File: src/rtl/edf_arbiter.sv
// Earliest-deadline-first interrupt arbiter: sequentially scans one gateway cell per
// cycle, presents the earliest-deadline pending source and issues a one-hot claim on ack.
module edf_arbiter #(
   parameter int unsigned NrSrc   = 4,
   parameter int unsigned DlWidth = 64,
   parameter int unsigned IdWidth = $clog2(NrSrc)
) (
   input  logic                       clk_i,
   input  logic                       rst_ni,
   input  logic [NrSrc-1:0]           ip_i,
   input  logic [NrSrc*DlWidth-1:0]   dl_i,
   input  logic                       ack_i,
   output logic                       irq_o,
   output logic [IdWidth-1:0]         irq_id_o,
   output logic [DlWidth-1:0]         irq_dl_o,
   output logic [NrSrc-1:0]           claim_o
);

   typedef enum logic {SCAN, CLAIM} state_e;

   localparam logic [IdWidth-1:0] LastIdx = IdWidth'(NrSrc - 1);

   state_e               state_q, state_d;
   logic [IdWidth-1:0]   idx_q, idx_d;
   logic                 cand_valid_q, cand_valid_d;
   logic [IdWidth-1:0]   cand_id_q, cand_id_d;
   logic [DlWidth-1:0]   cand_dl_q, cand_dl_d;
   logic                 irq_q, irq_d;
   logic [IdWidth-1:0]   irq_id_q, irq_id_d;
   logic [DlWidth-1:0]   irq_dl_q, irq_dl_d;
   logic [NrSrc-1:0]     claim_q, claim_d;

   logic [DlWidth-1:0]   dl_arr [NrSrc];
   logic [DlWidth-1:0]   cur_dl;
   logic                 hit;
   logic                 eval_valid;
   logic [IdWidth-1:0]   eval_id;
   logic [DlWidth-1:0]   eval_dl;

   always_comb begin
      for (int unsigned k = 0; k < NrSrc; k++) begin
         dl_arr[k] = dl_i[k*DlWidth +: DlWidth];
      end
   end

   assign cur_dl = dl_arr[idx_q];

   always_comb begin
      state_d      = state_q;
      idx_d        = idx_q;
      cand_valid_d = cand_valid_q;
      cand_id_d    = cand_id_q;
      cand_dl_d    = cand_dl_q;
      irq_d        = irq_q;
      irq_id_d     = irq_id_q;
      irq_dl_d     = irq_dl_q;
      claim_d      = '0;

      // Strict less-than keeps the earlier candidate on ties: lowest index wins.
      hit        = ip_i[idx_q] && (!cand_valid_q || (cur_dl < cand_dl_q));
      eval_valid = cand_valid_q | hit;
      eval_id    = hit ? idx_q  : cand_id_q;
      eval_dl    = hit ? cur_dl : cand_dl_q;

      case (state_q)
         SCAN: begin
            if (ack_i && irq_q) begin
               claim_d      = NrSrc'(1) << irq_id_q;
               irq_d        = 1'b0;
               state_d      = CLAIM;
               cand_valid_d = 1'b0;
               cand_id_d    = '0;
               cand_dl_d    = '0;
               idx_d        = '0;
            end else begin
               if (irq_q && !ip_i[irq_id_q]) begin
                  irq_d = 1'b0;
               end
               // A completed scan overrides the drop check above.
               if (idx_q == LastIdx) begin
                  irq_d = eval_valid;
                  if (eval_valid) begin
                     irq_id_d = eval_id;
                     irq_dl_d = eval_dl;
                  end
                  cand_valid_d = 1'b0;
                  cand_id_d    = '0;
                  cand_dl_d    = '0;
                  idx_d        = '0;
               end else begin
                  cand_valid_d = eval_valid;
                  cand_id_d    = eval_id;
                  cand_dl_d    = eval_dl;
                  idx_d        = idx_q + IdWidth'(1);
               end
            end
         end
         CLAIM: begin
            state_d = SCAN;
            idx_d   = '0;
         end
         default: begin
            state_d = SCAN;
         end
      endcase
   end

   always_ff @(posedge clk_i or negedge rst_ni) begin
      if (!rst_ni) begin
         state_q      <= SCAN;
         idx_q        <= '0;
         cand_valid_q <= 1'b0;
         cand_id_q    <= '0;
         cand_dl_q    <= '0;
         irq_q        <= 1'b0;
         irq_id_q     <= '0;
         irq_dl_q     <= '0;
         claim_q      <= '0;
      end else begin
         state_q      <= state_d;
         idx_q        <= idx_d;
         cand_valid_q <= cand_valid_d;
         cand_id_q    <= cand_id_d;
         cand_dl_q    <= cand_dl_d;
         irq_q        <= irq_d;
         irq_id_q     <= irq_id_d;
         irq_dl_q     <= irq_dl_d;
         claim_q      <= claim_d;
      end
   end

   assign irq_o    = irq_q;
   assign irq_id_o = irq_id_q;
   assign irq_dl_o = irq_dl_q;
   assign claim_o  = claim_q;

endmodule

File: config.mk
export PLATFORM = sky130hd
export DESIGN_NAME = edf_arbiter
export DESIGN_NICKNAME = d
export VERILOG_FILES = /design/src/rtl/edf_arbiter.sv
export SDC_FILE = /design/constraint.sdc
export NUM_CORES = 1
export LEC_CHECK = 0
export ABC_AREA = 1
export CAP_MARGIN = 20
export CORE_AREA = 2 2 224 116
export CTS_CLUSTER_SIZE = 24
export DETAILED_ROUTE_END_ITERATION = 12
export DIE_AREA = 0 0 226 118
export GPL_ROUTABILITY_DRIVEN = 0
export HOLD_SLACK_MARGIN = 0.02
export PLACE_DENSITY_LB_ADDON = 0.1
export SYNTH_ARGS = -nofsm -noshare
export SYNTH_HDL_FRONTEND = slang
export SYNTH_SLANG_ARGS = --single-unit
File: constraint.sdc
create_clock -name clk_i -period 4.1 [get_ports clk_i]
set_input_delay 0.615 -clock clk_i [delete_from_list [all_inputs] [get_ports clk_i]]
set_output_delay 0.615 -clock clk_i [all_outputs]
set_load 0.005 [all_outputs]
* Yosys cells after proc, flatten, opt, wreduce, memory -nomap -nowiden
Cells that the tools add are included.
** Cells by class
- Add/subtract/negate cells :: 1
- Multiply operators :: 0
- Div/mod/pow operators :: 0
- Order comparisons :: 4
- Eq/ne operators :: 1
- Shift-type cells :: 1
- Muxes and demuxes :: 25
- Bitwise gates (word level) :: 4
- Reductions and logical operators :: 9
** Operators by type and width (count)
- 64-bit two-way mux :: 5
- 64-bit binary-select mux with 2-bit select :: 1
- 64-bit less-than comparator :: 1
- 2-bit two-way mux :: 5
- 1-bit two-way mux :: 8
- 4-bit two-way mux :: 2
- 2-bit by 3-bit less-than comparator with 1-bit output (second input constant) :: 2
- 1-bit binary-select mux with 2-bit select :: 2
- 2-bit case mux with 2 select lines :: 1
- 4-bit AND reduction :: 1
- 1-bit by 2-bit left shift with 4-bit output (first input constant) :: 1
- 3-bit greater-or-equal comparator (second input constant) :: 1
- 1-bit logical AND :: 3
- 2-bit inverter with 3-bit output :: 1
- 3-bit nonzero test :: 1
- 2-bit by 1-bit adder with 2-bit output (second input constant) :: 1
- 2-bit equality test (second input constant) :: 1
- 1-bit logical NOT :: 2
- 1-bit inverter :: 2
- 1-bit case mux with 2 select lines :: 1
- 2-bit AND reduction :: 1
- 1-bit logical OR :: 1
- 1-bit bitwise OR :: 1
** Word-level totals
- Register bits after elaboration :: 141
- Bits in latches :: 0
- Memory bits (writable) :: 0
- Memory bits (read-only) :: 0
- Bits of input ports :: 263
- Output and inout bits :: 71
- Word-level logic and storage cells :: 54
- Memories :: 0

* Depth between registers and ports, before layout
- Word-level depth :: 10
- Mapped depth :: 25
- Gate-level depth less buffers :: 22

* Worst setup path after synthesis
No wires, ideal clock.
- Path kind :: register to register
- Start :: reg idx_q[0]
- End :: reg irq_id_q[0], in the netlist irq_id_o[0]
- Setup time :: 0.118 ns
- Arrival :: 3.106 ns
- Data required time :: 3.982 ns
- Slack :: 0.876 ns
- Cell stages (with the launch flop) :: 21
- Path buffers :: 5
- Clock period less this slack :: 3.224 ns
- Cell sequence :: dfrtp_1 > inv_2 > clkbuf_1 > clkbuf_1 > clkbuf_1 > nand2_1 > a32oi_1 > ha_1 > a21oi_1 > o21a_1 > o221ai_1 > nand2_1 > o2111ai_1 > nor2_1 > nand2_1 > nand2_2 > buf_4 > buf_2 > nand3_1 > nand3_1 > nand2_1
** Between the ends
- Word-level cells in the longest chain between the ends :: 9
- Elaborated cells between the ends (all ways) :: 13
- Those cells by class :: order compare (1); eq/ne (1); mux (6); bitwise (2); reduce/logical (3)
** Ends and longest elaborated chain
- from (decl) :: line 24 : logic [IdWidth-1:0] idx_q, idx_d;
- from (signal assigned) :: line 121 : idx_q <= idx_d;
- 2-bit inverter with 3-bit output (implied by the code) :: line 46 : assign cur_dl = dl_arr[idx_q];
- 64-bit binary-select mux with 2-bit select :: line 46
- 64-bit two-way mux (implied by the code) (2 in a row) :: line 46
- 64-bit less-than comparator :: line 60 : hit = ip_i[idx_q] && (!cand_valid_q || (cur_dl < cand_dl_q));
- 1-bit logical OR :: line 60
- 1-bit logical AND :: line 60
- 1-bit bitwise OR :: line 61 : eval_valid = cand_valid_q | hit;
- 4-bit AND reduction (no source line)
- to (signal assigned) :: line 126 : irq_id_q <= irq_id_d;
- to (decl) :: line 29 : logic [IdWidth-1:0] irq_id_q, irq_id_d;
Several ways; a longest one is shown, not always the timed one. The select of a mux whose other input is x is not followed.
A chain may end at the register's enable or synchronous reset.

* Worst setup path in the final report
- Start :: reg idx_q[0]
- End :: reg irq_dl_q[27], in the netlist irq_dl_o[27]
** Between the ends
- Word-level cells in the longest chain between the ends :: 9
- Elaborated cells between the ends (all ways) :: 13
- Those cells by class :: order compare (1); eq/ne (1); mux (6); bitwise (2); reduce/logical (3)
** Ends and longest elaborated chain
- 2-bit inverter with 3-bit output (implied by the code) :: line 46
- 64-bit binary-select mux with 2-bit select :: line 46
- 64-bit two-way mux (implied by the code) (2 in a row) :: line 46
- 64-bit less-than comparator :: line 60
- 1-bit logical OR :: line 60
- 1-bit logical AND :: line 60
- 1-bit bitwise OR :: line 61
- 4-bit AND reduction (no source line)
- to (signal assigned) :: line 127 : irq_dl_q <= irq_dl_d;
- to (decl) :: line 30 : logic [DlWidth-1:0] irq_dl_q, irq_dl_d;
Several ways; a longest one is shown, not always the timed one. The select of a mux whose other input is x is not followed.

==> results <==
cell type report:
class | count | area [um^2] | share of cell area [%]
Multi-Input combinational cell | 1055 | 5340 | 37.9
Clock inverter | 12 | 145 | 1.03
Tap cell | 344 | 430 | 3.06
Clock buffer | 19 | 453 | 3.22
Timing Repair Buffer | 357 | 3630 | 25.8
Inverter | 145 | 549 | 3.90
Sequential cell | 141 | 3530 | 25.1
cell families after synthesis:
kind of cell	after synthesis	synth area share [%]
flops	141	36.2
buf+inv	237	9.44
simple gates	812	34.3
fa+ha+maj	64	8.21
compound gates	179	11.9
worst paths after layout:
path	start	to	slack (ns)	cells past startpoint
max in group asynchronous	rst_ni	irq_dl_o[40]	2.78	2
worst max-delay path	idx_q[0]	irq_dl_o[27]	0.33	17
worst min register to register	cand_dl_q[54]	cand_dl_q[54]	0.47	2
worst max register to register	idx_q[0]	irq_dl_o[27]	0.33	17
min in group clk_i	cand_dl_q[54]	cand_dl_q[54]	0.47	2
worst min-delay path	rst_ni	irq_dl_o[10]	0.21	1
sequential cells by signal, summed over array words and instances (netlist names):
signal	count
idx_q	2
cand_id_q	2
claim_o	4
cand_dl_q	64
irq_id_o	2
irq_dl_o	64
cand_valid_q	1
irq_o	1
state_q	1
per-layer routing:
| layer | wire, um | global-route usage [%] |
|---|---|---|
| met3 | 2280 | 4.34 |
| met2 | 15800 | 39.9 |
| met5 | 23 | 0 |
| met1 | 18400 | 43.2 |
| met4 | 317 | 4.72 |
power breakdown:
group,leakage (nW),internal [mW],switching (mW)
sequential,1.75,2.10,0.410
clock,0.286,0.980,0.632
combinational,4.88,3.09,4.97
total,6.92,6.17,6.01
worst max-delay path, delay by kind of cell, from the launching register on:
| kind | cells | cell delay (ns) |
|---|---|---|
| fa+ha+maj | 1 | 0.23 |
| compound gates | 1 | 0.37 |
| flops | 1 | 0.53 |
| simple gates | 12 | 1.86 |
| buf+inv | 3 | 0.63 |
layout by cell type (no fill, tap or decap), types with 2 or more instances in the layout:
master	Yosys	layout
nand2_1	569	568
clkdlybuf4s50_1	0	332
nand3_1	206	206
inv_1	144	142
dfrtp_1	141	139
a21oi_1	95	95
ha_1	64	64
a32oi_1	63	63
clkbuf_16	0	18
nor2_1	18	17
buf_4	5	16
nand4_1	9	9
o21ai_0	9	9
buf_12	0	6
nor3_1	6	5
clkinv_2	0	5
clkinvlp_4	0	4
a31oi_1	3	3
bufinv_16	0	3
inv_4	0	2
a211oi_1	2	2
nor4_1	2	2
o21a_1	2	2
o221ai_1	2	2
nand2_2	1	2
clkbuf_8	0	2
repair_timing:
action	CTS	global route
setup buffers	0	0
hold endpoints to repair	0	0
gates resized for setup	0	1
endpoints found under the setup margin	0	14
==> reports/metrics.cfg <==
[timing]
hold_viol=0
setup_viol=0
setup_slack_ns=0.327
slew_violations=0
finalCritPeriodShare_pct=92.0
slew_headroom_pct=42.4
rsz0062_at_grt=false
fin_skew_ns=0.0108
min_period_ns=3.77
tightest_slew_ns=0.864
tns_ns=0
fmax_ghz=0.265
holdWs_ns=0.210

[global_routing]
grt_pass1_vias=10112
antenna_found_initial=2
grt_first_pass_wirelength_mm=57.8
overflow=0
grt_max_degree=133
track_usage_pct=27.6

[pwr]
ir_drop_mv=0.495
p_leak_nw=6.92
power.total_mw=12.2
p_per_area_mw_per_mm2=866

[clock_tree]
clk_pin_slew_worst_paths_ns=0.06
cts_tree=done
clkLatencyLatePin_ns=0.43
cts_buffers=17
clock-sinks=141
cts-root-buf=clkbuf_16
postCtsHoldBufs=0
htree_num_levels=4
clockBufferDepth=2

[yosys]
yosysMostFrequentCell=nand2_1
ys.flop_type=dfrtp_1
synth-edff-count=0
synth_seq_cells=141
synth_top_area_share_pct=36.2
synth_area_mm2=0.00976
synth_cell_types=26
ys_async_sr_fraction_pct=100
avgSynthCellArea_um2=6.81
syn_nets=1760
synthCells=1433
yosysTopAreaCell=dfrtp_1
ys_seq_area_share_pct=36.2
ys_top_cells_by_area=dfrtp_1 36%, nand2_1 22%, nand3_1 11%, ha_1 8.2%, a32oi_1 5.7%
synth_warnings=0
netlist_top_cells_count=569 x nand2_1, 206 x nand3_1, 144 x inv_1, 141 x dfrtp_1, 95 x a21oi_1

[cells_and_area]
fin_area_mm2=0.0141
layout-drive-gt1-share_pct=3.82
nNetsFinal=2044
n_antenna_cell=0
fin_util_pct=57.0
area_delta_synth_final_pct=44.2
final_cells=2073
nFillCells=2343

[worst_setup_path]
worstPathMaxFanout=62
cp-end-kind=flip-flop
worstPathCellList=inv_4 > buf_12 > nand2_1 > a32oi_1 > ha_1 > nand4_1 > nor3_1 > nand2_1 > nor4_1 > nand2_1 > nand2_1 > nand2_2 > nand2_2 > buf_4 > nand2_1 > nand3_1 > nand2_1
crit_slowest_cell=dfrtp_4
critPathMostFrequentCell=nand2_1
critical_path.max_stage_delay_ns=0.53
crit_type=reg2reg
worstPathRequired_ns=4.41
cp_data_arrival_time_ns=4.09
cp-start-kind=flip-flop

[die]
fp.dieArea_mm2=0.0267
fp.dieH_um=118
start_util_pct=39.5
rows=41
num_io_pins=334
die_x_um=226
core-area_mm2=0.0247

[drt]
drc=0
routed_via_density=5.23
drtPass1Iterations=6
routedWlPerCell_um=17.7
dr_total_vias=10837
ant_nets=0
drt-initial-drc-count=934
routed_wl_mm=36.8

[placement]
dpl.cell_count=2041
place_area_mm2=0.0134
preCtsSetupSlack_ns=0.167
io_buffers=333
dpl.hpwl_mm=26.6

[run]
max_cap_viol_count=0

[worst_hold_path]
hold_path_class=in2async

[outcome]
status=finished clean

(Power assumes the default switching activity.)
